**src/rtl/mac_out_writer.sv**
```systemverilog
// mac_out_writer
// Buffers 128-bit MAC result words in a small FIFO, tags each word with its
// output-buffer address (grp*IMG_PIXELS + pix) and hands it to the output
// buffer over a valid/ready handshake. The MAC cannot be stalled: a word that
// finds the FIFO full is dropped and the sticky overflow flag is raised.
//
// Optional build feature:
//   MAC_OUT_RELU_EN - when defined, every negative signed byte of the incoming
//                     result word is replaced by 0x00 before it is buffered.
module mac_out_writer #(
  parameter int IMG_PIXELS = 1024,  // output pixels per frame
  parameter int OUT_GROUPS = 5,     // 16-channel groups per pixel
  parameter int FIFO_DEPTH = 4      // buffered result words, power of two
) (
  input  logic         clk,
  input  logic         rstn,
  input  logic         MAC_out_valid,
  input  logic [127:0] MAC_data_out,
  input  logic         frame_clr,
  input  logic         wr_ready,
  output logic         wr_valid,
  output logic [15:0]  wr_addr,
  output logic [127:0] wr_data,
  output logic         frame_done,
  output logic         overflow
);

  localparam int GRP_W = (OUT_GROUPS > 1) ? $clog2(OUT_GROUPS) : 1;
  localparam int PIX_W = (IMG_PIXELS > 1) ? $clog2(IMG_PIXELS) : 1;
  localparam int PTR_W = (FIFO_DEPTH > 1) ? $clog2(FIFO_DEPTH) : 1;
  localparam int CNT_W = $clog2(FIFO_DEPTH + 1);

  localparam logic [GRP_W-1:0] GRP_LAST  = GRP_W'(OUT_GROUPS - 1);
  localparam logic [PIX_W-1:0] PIX_LAST  = PIX_W'(IMG_PIXELS - 1);
  localparam logic [PTR_W-1:0] PTR_LAST  = PTR_W'(FIFO_DEPTH - 1);
  localparam logic [CNT_W-1:0] CNT_FULL  = CNT_W'(FIFO_DEPTH);
  localparam logic [15:0]      LAST_ADDR = 16'(OUT_GROUPS * IMG_PIXELS - 1);

  // One buffered result: the address it was tagged with on arrival and its data.
  typedef struct packed {
    logic [15:0]  addr;
    logic [127:0] data;
  } entry_t;

  // Arrival counters
  logic [GRP_W-1:0] grp_q;
  logic [PIX_W-1:0] pix_q;
  logic [15:0]      cur_addr;

  // FIFO state
  entry_t           mem [FIFO_DEPTH];
  logic [PTR_W-1:0] wr_ptr_q;
  logic [PTR_W-1:0] rd_ptr_q;
  logic [CNT_W-1:0] count_q;
  entry_t           head;
  entry_t           push_entry;
  logic [127:0]     push_data;

  // Per-cycle control
  logic fifo_empty;
  logic fifo_full;
  logic push;
  logic pop;
  logic drop;

  function automatic logic [PTR_W-1:0] next_ptr(input logic [PTR_W-1:0] p);
    return (p == PTR_LAST) ? '0 : p + 1'b1;
  endfunction

  // Address of the word arriving this cycle, from the group/pixel counters.
  assign cur_addr = 16'(grp_q) * 16'(IMG_PIXELS) + 16'(pix_q);

  // Handshake decode: frame_clr overrides both sides; a pop frees a slot for a
  // push in the same cycle, so a full FIFO only drops when nothing leaves.
  always_comb begin
    // NOTE: every signal written here gets a value before any condition, so no latch is inferred.
    fifo_empty = (count_q == '0);
    fifo_full  = (count_q == CNT_FULL);
    pop        = !fifo_empty && wr_ready && !frame_clr;
    push       = MAC_out_valid && !frame_clr && (!fifo_full || pop);
    drop       = MAC_out_valid && !frame_clr && fifo_full && !pop;
  end

  // Optional ReLU on the incoming word, then pack it with its address tag.
  always_comb begin
    push_data = MAC_data_out;
`ifdef MAC_OUT_RELU_EN
    for (int q = 0; q < 16; q++) begin
      if (MAC_data_out[8*q+7]) begin
        push_data[8*q +: 8] = 8'h00;
      end
    end
`endif
    push_entry.addr = cur_addr;
    push_entry.data = push_data;
  end

  // Arrival counters: grp steps on every MAC word (kept or dropped), pix steps
  // when grp wraps, and the pair wraps at frame end so frames run back to back.
  always_ff @(posedge clk or negedge rstn) begin
    // NOTE: sequential state uses non-blocking assignments so every register samples pre-edge values.
    if (!rstn) begin
      grp_q <= '0;
      pix_q <= '0;
    end else if (frame_clr) begin
      grp_q <= '0;
      pix_q <= '0;
    end else if (MAC_out_valid) begin
      if (grp_q == GRP_LAST) begin
        grp_q <= '0;
        pix_q <= (pix_q == PIX_LAST) ? '0 : pix_q + 1'b1;
      end else begin
        grp_q <= grp_q + 1'b1;
      end
    end
  end

  // FIFO pointers and occupancy.
  always_ff @(posedge clk or negedge rstn) begin
    if (!rstn) begin
      wr_ptr_q <= '0;
      rd_ptr_q <= '0;
      count_q  <= '0;
    end else if (frame_clr) begin
      wr_ptr_q <= '0;
      rd_ptr_q <= '0;
      count_q  <= '0;
    end else begin
      if (push) wr_ptr_q <= next_ptr(wr_ptr_q);
      if (pop)  rd_ptr_q <= next_ptr(rd_ptr_q);
      case ({push, pop})
        2'b10:   count_q <= count_q + 1'b1;
        2'b01:   count_q <= count_q - 1'b1;
        default: ;
      endcase
    end
  end

  // FIFO storage write port.
  always_ff @(posedge clk) begin
    // NOTE: storage has no reset; an entry is only visible once count_q covers it, and the outputs are gated to zero while empty.
    if (push) begin
      mem[wr_ptr_q] <= push_entry;
    end
  end

  // Head of the FIFO drives the output buffer; zero while empty so reset and
  // idle both present a clean bus.
  assign head     = mem[rd_ptr_q];
  assign wr_valid = !fifo_empty;
  assign wr_addr  = wr_valid ? head.addr : '0;
  assign wr_data  = wr_valid ? head.data : '0;

  // Status: sticky overflow on a dropped word; frame_done follows the
  // handshake of the frame's final address by one cycle.
  always_ff @(posedge clk or negedge rstn) begin
    if (!rstn) begin
      overflow   <= 1'b0;
      frame_done <= 1'b0;
    end else if (frame_clr) begin
      overflow   <= 1'b0;
      frame_done <= 1'b0;
    end else begin
      if (drop) overflow <= 1'b1;
      frame_done <= pop && (head.addr == LAST_ADDR);
    end
  end

endmodule
```
**config.mk**
```make
export PLATFORM = sky130hd
export DESIGN_NAME = mac_out_writer
export DESIGN_NICKNAME = d
export VERILOG_FILES = /design/src/rtl/mac_out_writer.sv
export SDC_FILE = /design/constraint.sdc
export NUM_CORES = 1
export LEC_CHECK = 0
export BUFFER_PORTS_ARGS = -buffer_cell sky130_fd_sc_hd__buf_4
export CAP_MARGIN = 10
export CORE_ASPECT_RATIO = 1.2
export CORE_MARGIN = 2
export CORE_UTILIZATION = 45
export CTS_CLUSTER_DIAMETER = 50
export DETAILED_ROUTE_END_ITERATION = 10
export PLACE_DENSITY = 0.72
export SLEW_MARGIN = 20
export SYNTH_ARGS = -nofsm -noshare
export SYNTH_HDL_FRONTEND = slang
export SYNTH_SLANG_ARGS = --single-unit
export TNS_END_PERCENT = 30
```
**constraint.sdc**
```tcl
create_clock -name clk -period 4.45 [get_ports clk]
set_input_delay 0.89 -clock clk [delete_from_list [all_inputs] [get_ports clk]]
set_output_delay 0.89 -clock clk [all_outputs]
set_load 0.02 [all_outputs]
```
==> flow_summary.json <==
{
  "htree_levels": 2,
  "setup_viol": 0,
  "ant_nets": 0,
  "fmax_mhz": 276,
  "final_nets": 1487,
  "die-area_um2": 52100,
  "cts_buffer_depth": 3,
  "syn_to_final_growth_pct": 22.3,
  "fp.dieW_um": 209,
  "drv_slew": 0,
  "finalClockSkew_ps": 19.3,
  "synth_area_per_cell_um2": 21.8,
  "clock_sinks": 586,
  "dp_slack_ps": 1270,
  "die_h_um": 250,
  "antenna_found_initial": 4,
  "row_count": 90,
  "synth_top_flop_cell": "edfxtp_1",
  "required_ps": 3560,
  "cp_max_fo": 80,
  "end_kind": "output port",
  "yosysTopAreaCell": "edfxtp_1",
  "wl_per_cell_um": 21.7,
  "post_dp_cell_area_um2": 25600,
  "cap_violations": 0,
  "synthMostInstantiatedCell": "edfxtp_1",
  "clkPwrFrac_pct": 39.2,
  "ys_types": 41,
  "vdd_drop_max_mv": 0.391,
  "hpwl_mm": 27.2,
  "yosys-top-cells-count": "edfxtp_1, and2_1, mux4_2",
  "r2r-start": "count_q[2]",
  "io_pins": 280,
  "gp_congestion": 0.732,
  "period_share_pct": 81.4,
  "r2r_end": "count_q[2]",
  "met3_usage_pct": 3.52,
  "gr-max-usage-layer": "met2",
  "worst-r2r-cell-count": 7,
  "drt_first_iter_violations": 668,
  "synth_edf_count": 564,
  "synth_area_um2": 22600,
  "via_count": 10900,
  "synth_top_area_share_pct": 74.8,
  "drc": 0,
  "synthCells": 1041,
  "yosysWarnings": 0,
  "grt_pass1_vias": 11300,
  "hold_path_class": "in -> async",
  "setup_slack_ps": 826,
  "cts_setup_buffers": 0,
  "grt_usage_pct": 17.0,
  "reg2reg_slack_ps": 1540,
  "p_leak_nw": 9.41,
  "start_util_pct": 45.3,
  "power_density_nw_per_um2": 482,
  "design_area_um2": 27700,
  "period_needed_ps": 3620,
  "synth_seq_cells": 586,
  "critPathLaunchType": "register",
  "holdBufCountCts": 0,
  "p_comb_share_pct": 14.0,
  "whs_ps": 196,
  "tightestPinTransition_ps": 798,
  "p_switching_mw": 3.08,
  "cp_data_arrival_time_ps": 2730,
  "ctsResizeCount": 0,
  "cts.clk_slew.worst_paths_ps": 60,
  "ys_seq_area_share_pct": 77.2,
  "tns_ps": 0,
  "status": "completed",
  "rsz0062_at_grt": "false",
  "port_buffers": 276,
  "grt_pass1_wl_mm": 67.2,
  "coreArea_um2": 50000,
  "cts_tree": "built",
  "drive_above_1_share_pct": 39.5,
  "cts_buffers": 57,
  "avgViaCountPerCell": 5.31,
  "grt_max_degree": 80,
  "switching_share_pct": 23.1,
  "met2_usage_pct": 28.9,
  "crit_type": "reg -> out",
  "max_slew_margin_pct": 46.8,
  "yosys-top-cells-area": "edfxtp_1, mux4_2, and2_1, dfrtp_1, buf_6",
  "fillCellCount": 3757,
  "cts_root_buffer": "clkbuf_16",
  "async_flop_share_pct": 3.75,
  "hold_viol_final": 0,
  "drt-total-wl_mm": 44.3,
  "grt.met1_usage_pct": 21.8,
  "intPower_mw": 10.3,
  "dr.pass1.iters": 5,
  "pwr-share-seq_pct": 46.9,
  "grt-ovfl-total": 0,
  "clock_latency_ps": 600
}
placed cells by master, fill, tap and decap left out, types with 2 or more instances in the layout:
cell	count
xnor2_1	6
inv_6	3
and2_1	142
and3_1	3
dfrtp_1	20
dfrtp_4	2
buf_4	287
clkinv_8	3
xor2_1	5
mux2i_1	4
a31oi_1	5
o21ai_0	5
ha_1	7
nand2b_1	2
nand2_1	8
clkbuf_16	59
conb_1	3
clkbuf_1	3
nand3b_1	2
nor2b_1	2
nor3_1	4
nand3_1	7
nor2_1	21
mux4_2	141
edfxtp_1	564
clkinv_2	12
clkinvlp_4	3
nand4_1	4
and2_4	4
diode_2	4
inv_1	6
clkinv_4	4
bufinv_16	13
buf_12	15
clkinv_1	7
a21oi_1	3
cell families (layout without fill, tap and decap cells):
group | Yosys count | count (layout) | share of synthesized area (%)
other | 1 | 7 | 0.0166
AND/OR/NAND/NOR | 207 | 207 | 5.43
flip-flops | 586 | 586 | 77.2
buffers and inverters | 64 | 415 | 1.67
AO/OA/AOI/OAI | 19 | 19 | 0.564
adder cells (fa/ha/maj) | 8 | 8 | 0.475
XOR/XNOR | 11 | 11 | 0.425
multiplexers | 145 | 145 | 14.2
stage by stage:
step / instances / utilization (%) / power (mW)
2_1_floorplan: 1043 / - / 7.53
3_3_place_gp: 1931 / 51.2 / 8.25
3_5_place_dp: 1931 / 51.2 / 8.28
4_1_cts: 2038 / 55.4 / 13.5
5_1_grt: 2041 / 55.4 / 13.8
6_report: 2042 / 55.4 / 13.4
layout make-up:
| type | instances | area, um2 | area share, % |
|---|---|---|---|
| tap | 644 | 806 | 2.91 |
| timing repair buffer | 302 | 2450 | 8.87 |
| inverter | 6 | 22.5 | 0.0813 |
| clock buffer | 62 | 1490 | 5.37 |
| clock inverter | 45 | 609 | 2.20 |
| multi-input combinational | 393 | 4800 | 17.3 |
| antenna | 4 | 10.0 | 0.0362 |
| sequential | 586 | 17500 | 63.2 |
worst max-delay path, stage by stage (launching register included):
cell and delay, ps:
dfrtp_1 480, or3_4 660, buf_4 590, and2_1 240, buf_4 150
registers in the layout, indices dropped and copies added (netlist names):
name,count
rd_ptr_q,2
grp_q,3
frame_done,1
pix_q,10
count_q,3
wr_ptr_q,2
overflow,1
mem,564
worst max-delay path by stage:
stage / start / end / slack (ps) / cells after the start
global route: count_q[2] / wr_data[120] / 480 / 4
finish: count_q[2] / wr_data[120] / 830 / 4
floorplan: wr_ready / mem[0][0] / -900 / 4
CTS: count_q[2] / wr_data[120] / 700 / 4
detailed placement: wr_ready / mem[1][6] / 1270 / 5
global placement: wr_ready / mem[1][29] / 1290 / 5
power groups by stage:
stage          sequential [mW]  clock (mW)  combinational (mW)
6_report                  6.26        5.23                1.87
5_1_grt                   6.27        5.56                2.00
4_1_cts                   6.26        5.35                1.91
3_5_place_dp              6.38           0                1.90
3_3_place_gp              6.37           0                1.88
2_1_floorplan             6.36           0                1.17
routing by layer:
| metal | wire, um | vias to the layer above |
|---|---|---|
| met1 | 17700 | 5644 |
| met3 | 2230 | 72 |
| met5 | 13 | - |
| met2 | 23100 | 305 |
| met4 | 1220 | 2 |
| li1 | - | 4827 |
Note: power is estimated with default switching activity, not from simulation.
